[src/rtl/tracker_axis_sequencer.sv]
// Tracker axis sequencer: positions the teta (vertical) axis first, lets it
// settle, then positions the fi (horizontal) axis. Only one motor is ever
// driven at a time. Owns the deadband, settle-time and per-axis timeout policy.
module tracker_axis_sequencer #(
    parameter int W           = 16,
    parameter int ERROR       = 4,
    parameter int FULL_TURN   = 360,
    parameter int SETTLE_CYC  = 1000,
    parameter int TIMEOUT_CYC = 1000000
) (
    input  logic         clk,
    input  logic         rst,
    input  logic         start,
    input  logic         mode,
    input  logic         abort,
    input  logic [W-1:0] A,
    input  logic [W-1:0] B,
    input  logic [W-1:0] C,
    input  logic [W-1:0] D,
    input  logic [W-1:0] teta_d,
    input  logic [W-1:0] teta_actual,
    input  logic [W-1:0] fi_d,
    input  logic [W-1:0] fi_actual,
    output logic [1:0]   S_out_teta,
    output logic [1:0]   S_out_fi,
    output logic         busy,
    output logic         done,
    output logic         timeout_err
);

    typedef enum logic [2:0] {
        S_IDLE, S_MOVE_T, S_SETTLE_T, S_MOVE_F, S_SETTLE_F, S_DONE, S_FAULT
    } state_t;

    localparam int SET_W = $clog2(SETTLE_CYC) + 1;
    localparam int TMR_W = $clog2(TIMEOUT_CYC) + 1;
    localparam logic [SET_W-1:0] SETTLE_LAST = SET_W'(SETTLE_CYC - 1);
    localparam logic [TMR_W-1:0] TIMER_LAST  = TMR_W'(TIMEOUT_CYC - 1);
    localparam logic [W:0]       FULL_W      = (W+1)'(FULL_TURN);
    localparam logic [W:0]       ERR_W       = (W+1)'(ERROR);

    state_t           state, state_nxt;
    logic [SET_W-1:0] settle_cnt, settle_nxt;
    logic [TMR_W-1:0] timer, timer_nxt;
    logic             mode_q, mode_nxt, terr_nxt;
    logic [1:0]       teta_nxt, fi_nxt;
    logic             busy_nxt, done_nxt;
    logic             idle_like, eff_mode;
    logic             bad_t, bad_f, range_fault;
    logic [1:0]       dir_t, dir_f;
    logic             in_t, in_f;

    // Sensor-pair balance: direction that shrinks |x-y|, 00 inside the deadband.
    function automatic logic [1:0] auto_dir(input logic [W-1:0] x, input logic [W-1:0] y);
        logic [W:0] mag;
        if (x >= y) mag = {1'b0, x} - {1'b0, y};
        else        mag = {1'b0, y} - {1'b0, x};
        if (mag < ERR_W) return 2'b00;
        return (x < y) ? 2'b01 : 2'b10;
    endfunction

    // Shortest wrapped path from act to des; a tie resolves to the negative direction.
    function automatic logic [1:0] manual_dir(input logic [W-1:0] act, input logic [W-1:0] des);
        logic [W:0] d1, d2, dmin;
        if (act >= des) d1 = {1'b0, act} - {1'b0, des};
        else            d1 = {1'b0, act} + FULL_W - {1'b0, des};
        d2   = (d1 == '0) ? '0 : FULL_W - d1;
        dmin = (d1 < d2) ? d1 : d2;
        if (dmin < ERR_W) return 2'b00;
        return (d1 > d2) ? 2'b01 : 2'b10;
    endfunction

    // Per-axis error evaluation; out-of-range manual angles never produce drive.
    always_comb begin
        idle_like   = (state == S_IDLE) || (state == S_DONE) || (state == S_FAULT);
        eff_mode    = idle_like ? mode : mode_q;
        bad_t       = ({1'b0, teta_actual} >= FULL_W) || ({1'b0, teta_d} >= FULL_W);
        bad_f       = ({1'b0, fi_actual} >= FULL_W) || ({1'b0, fi_d} >= FULL_W);
        dir_t       = eff_mode ? (bad_t ? 2'b00 : manual_dir(teta_actual, teta_d)) : auto_dir(C, D);
        dir_f       = eff_mode ? (bad_f ? 2'b00 : manual_dir(fi_actual, fi_d)) : auto_dir(A, B);
        in_t        = (dir_t == 2'b00);
        in_f        = (dir_f == 2'b00);
        range_fault = mode_q && (((state == S_MOVE_T || state == S_SETTLE_T) && bad_t) ||
                                 ((state == S_MOVE_F || state == S_SETTLE_F) && bad_f));
    end

    // State register together with counters and the registered outputs.
    always_ff @(posedge clk or posedge rst) begin
        if (rst) begin
            state       <= S_IDLE;
            settle_cnt  <= '0;
            timer       <= '0;
            mode_q      <= 1'b0;
            timeout_err <= 1'b0;
            S_out_teta  <= 2'b00;
            S_out_fi    <= 2'b00;
            busy        <= 1'b0;
            done        <= 1'b0;
        end else begin
            state       <= state_nxt;
            settle_cnt  <= settle_nxt;
            timer       <= timer_nxt;
            mode_q      <= mode_nxt;
            timeout_err <= terr_nxt;
            S_out_teta  <= teta_nxt;
            S_out_fi    <= fi_nxt;
            busy        <= busy_nxt;
            done        <= done_nxt;
        end
    end

    // Next-state logic: abort first, then range/timeout faults, then axis progress.
    always_comb begin
        state_nxt  = state;
        settle_nxt = settle_cnt;
        timer_nxt  = timer;
        mode_nxt   = mode_q;
        terr_nxt   = timeout_err;
        if (abort) begin
            state_nxt = S_IDLE;
        end else if (idle_like) begin
            if (start) begin
                state_nxt  = S_MOVE_T;
                mode_nxt   = mode;
                terr_nxt   = 1'b0;
                settle_nxt = '0;
                timer_nxt  = '0;
            end else if (state == S_DONE) begin
                state_nxt = S_IDLE;
            end
        end else if (range_fault || timer == TIMER_LAST) begin
            state_nxt = S_FAULT;
            terr_nxt  = 1'b1;
        end else begin
            timer_nxt = timer + TMR_W'(1);
            case (state)
                S_MOVE_T: if (in_t) begin
                    state_nxt  = S_SETTLE_T;
                    settle_nxt = '0;
                end
                S_SETTLE_T: if (!in_t) begin
                    state_nxt  = S_MOVE_T;
                    settle_nxt = '0;
                end else if (settle_cnt == SETTLE_LAST) begin
                    state_nxt  = S_MOVE_F;
                    settle_nxt = '0;
                    timer_nxt  = '0;
                end else begin
                    settle_nxt = settle_cnt + SET_W'(1);
                end
                S_MOVE_F: if (in_f) begin
                    state_nxt  = S_SETTLE_F;
                    settle_nxt = '0;
                end
                S_SETTLE_F: if (!in_f) begin
                    state_nxt  = S_MOVE_F;
                    settle_nxt = '0;
                end else if (settle_cnt == SETTLE_LAST) begin
                    state_nxt  = S_DONE;
                    settle_nxt = '0;
                end else begin
                    settle_nxt = settle_cnt + SET_W'(1);
                end
                default: state_nxt = S_IDLE;
            endcase
        end
    end

    // Output decode from the upcoming state: only the moving axis gets drive.
    always_comb begin
        teta_nxt = (state_nxt == S_MOVE_T) ? dir_t : 2'b00;
        fi_nxt   = (state_nxt == S_MOVE_F) ? dir_f : 2'b00;
        busy_nxt = (state_nxt == S_MOVE_T) || (state_nxt == S_SETTLE_T) ||
                   (state_nxt == S_MOVE_F) || (state_nxt == S_SETTLE_F);
        done_nxt = (state_nxt == S_DONE);
    end

endmodule
[config.mk]
export PLATFORM = sky130hd
export DESIGN_NAME = tracker_axis_sequencer
export DESIGN_NICKNAME = d
export VERILOG_FILES = /design/src/rtl/tracker_axis_sequencer.sv
export SDC_FILE = /design/constraint.sdc
export NUM_CORES = 1
export LEC_CHECK = 0
export CORE_AREA = 2 2 191 193
export DETAILED_ROUTE_END_ITERATION = 10
export DIE_AREA = 0 0 193 195
export SYNTH_ARGS = -nofsm -noshare
export SYNTH_HDL_FRONTEND = slang
export SYNTH_SLANG_ARGS = --single-unit
[constraint.sdc]
create_clock -name clk -period 3.8 [get_ports clk]
set_clock_uncertainty 0.2 [all_clocks]
set_input_delay 0.76 -clock clk [delete_from_list [all_inputs] [get_ports clk]]
set_output_delay 0.76 -clock clk [all_outputs]
set_load 0.005 [all_outputs]
==> metrics <==
Pwr Total 6.783 mW; clk sinks 43; die area 37640 sq um; cts-stage hold buffer count 0; core area 35400 sq um; Pre-Repair DR Iteration Count 6; final hold slack 313.1 ps; Fin. Hold Viols 0; Layout area overhead 71.76%; share of cells above drive strength 1 0.4173; status complete, but fails checks; Slew HR 0.5345; worst slew pin tran 690.9 ps; final-layout fill cell count 3144; Clock Latency Late Sink 290 ps; fin worst setup slack -2038 ps; critical path's top delay family compound AO/OA/AOI/OAI gates; largest net degree at the start of global routing 44; Mapped Nets 2012; Top Ports 140; Wirelength per Cell 15.44 um; synthesis-stage register bit count 43; register area 1076 sq um; RSZ-0062 raised after global routing yes; crit-path max FO 6; post-layout min period 5838 ps; Post-synth top flop dfrtp_1; f_max 171.3 MHz; Slew Viols, Final 0; switching share of power 0.4513; Overflow after GRT 0; vias 15740; Final period util 1.536; setup TNS -74770 ps; die width 193 um; CP max-delay cell fa_2; Async S/R FF share, synth 1.000; Yosys warning count 0; Post-synth EDFFs 0; NumNets Final 2788; Netlist Area Pre-Place 12310 sq um; initial antenna violation count 0; Critical path origin fi_d[4]; crit path DAT 5810 ps; Pwr Density 320.9 nW/um^2; clock share of power 0.065; CTS Root Cell clkbuf_16; Max Root-Sink Buffers 2; Via-to-Cell Ratio 5.329; Starting Density 0.3476; CTS tree done; Die Y 195 um; Flop pwr share 0.091; Port Buffers 139; DR iter-0 viols 798; GPL Wtd Cong 0.9439; RR Startpoint timer[0]; final setup vio count 42; Psw 3.061 mW; most frequent cells in the layout 646 x buf_4, 163 x inv_1, 145 x nand2_1; Int Power 3.722 mW; Lkg Pwr 9.924 nW; multi-input combinational cell area 11800 sq um; total of max-cap violations 0; row cnt 69; WL final 45600 um; post-DP HPWL 35300 um; Gate Count Post-Synth 1715; worst hold path type reg2reg; DRC 0; Tot GR Track Use 0.2320; pre-CTS setup slack -2930 ps; commonest non-fill, non-tap cell in the layout buf_4; ANT nets after route 0; clk slew on worst S/H paths 70 ps; number of global-route vias before repair 15810; hold wc startpoint timer[8]; Synth cell types 109; crit path kind in2reg; Setup crit end kind flip-flop; dpl cell area 18850 sq um; Mean Syn Cell Area 7.175 sq um; CP Buf/Inv Count 6; Required @ worst endpoint 3770 ps; # diodes 0; Peak VDD IR 0.0002571 V; total CTS buffers 5; crit-path max cell delay 570 ps; Setup crit start kind input port; Comb pwr share 0.845; Design Area, Final 21140 sq um; first-pass GRT wire length 73960 um; register area share after synthesis 0.08744; failing checks negative setup slack; H-tree depth 2
==> worst reg2reg max path, stage by stage (launching register included) <==
cell and delay (ps):
dfrtp_1 410, ha_1 230, and3_1 210, nand3_1 140
or4b_2 630, nor3_1 270, a21oi_2 90, buf_4 190
o21ai_0 120, and3_1 240, nand2_2 100, buf_4 150
buf_4 120, buf_4 130, nor2_4 80
==> final cells by class <==
type	count	share of cell area
clock buffer	5	0.005920
clock inverter	3	0.001125
inverter	199	0.03682
multi-input combinational	1415	0.5582
sequential	43	0.05091
tap	461	0.02729
timing repair buffer	827	0.3197
==> power by group through the flow <==
stage                     Combinational, mW  Sequential [mW]  Clock [mW]
after floorplan                        2.63            0.562           0
after global placement                 4.59            0.606           0
after detailed placement               4.64            0.608           0
after CTS                              5.20            0.606       0.444
after global routing                   6.19            0.618       0.467
final                                  5.73            0.614       0.438
==> state kept, by name (all words and copies together) (netlist names) <==
register,flops
timer,21
state,3
S_out_fi,2
mode_q,1
busy,1
done,1
timeout_err,1
S_out_teta,2
settle_cnt,11
==> metrics by stage <==
stage | utilization | std cells
floorplan | - | 1715
global placement | 0.5326 | 2837
detailed placement | 0.5326 | 2837
CTS | 0.5704 | 2923
global route | 0.5971 | 2953
finish | 0.5971 | 2953
==> kinds of logic after synthesis <==
kind of cell / synth area share
buffers and inverters: 0.08256
muxes: 0.03986
DFF: 0.08744
xor gates and xnor gates: 0.04342
AOI/OAI and AO/OA: 0.3000
adders and majority gates: 0.1814
and+or+nand+nor: 0.2654
==> path summary, 6_finish.rpt <==
check,end,slack (ps),depth (start not counted)
max,settle_cnt[2],-2040,29
min,timer[8],310,1
max reg2reg,done,450,14
min reg2reg,timer[8],310,1
max in group asynchronous,timer[15],2320,3
min in group asynchronous,timer[1],710,3
==> cell usage after synthesis (11+ instances only) <==
library cell | instances | area [sq um]
inv_1 | 199 | 747.0
nand2_1 | 155 | 581.8
ha_1 | 140 | 1752
a21oi_1 | 131 | 655.6
nor2_1 | 102 | 382.9
o21ai_0 | 87 | 435.4
nand3_1 | 64 | 320.3
a21o_1 | 44 | 330.3
dfrtp_1 | 43 | 1076
xnor2_1 | 40 | 350.3
nor3_1 | 37 | 185.2
nand4_1 | 33 | 206.5
clkbuf_1 | 30 | 112.6
mux2i_1 | 28 | 280.3
nand2b_1 | 25 | 156.4
fa_1 | 24 | 480.5
and3_1 | 23 | 143.9
nor2b_1 | 22 | 137.6
nor4_1 | 22 | 137.6
o211ai_1 | 22 | 165.2
a31oi_1 | 21 | 131.4
xor2_1 | 21 | 183.9
buf_2 | 20 | 100.1
a211oi_1 | 19 | 142.6
or3_1 | 18 | 112.6
and2_1 | 17 | 106.4
o21a_1 | 15 | 112.6
o22ai_1 | 15 | 93.84
or2_2 | 14 | 87.58
mux2_2 | 13 | 146.4
o21bai_1 | 13 | 97.59
a211o_1 | 12 | 105.1
o31ai_1 | 12 | 90.09
nand3b_1 | 11 | 82.58
or4_1 | 11 | 82.58
==> layer usage <==
metal  track usage  vias up  share of wire  wire length, um
li1              -     7833              -                -
met1        0.2944     7431           0.43            19760
met2        0.4203      394           0.50            22950
met3       0.02211       78          0.044             2027
met4       0.05219        0          0.019              870
met5             0        -              0                0
==> repair_timing <==
| item | CTS | global route |
|---|---|---|
| setup buffers | 76 | 34 |
| endpoints found under the hold margin | 0 | 0 |
| resized for setup | 274 | 164 |
| pin swaps | 117 | 87 |
| endpoints found under the setup margin | 41 | 42 |
| gates cloned | 2 | 1 |
No activity file was read; power rests on OpenSTA's default activity.
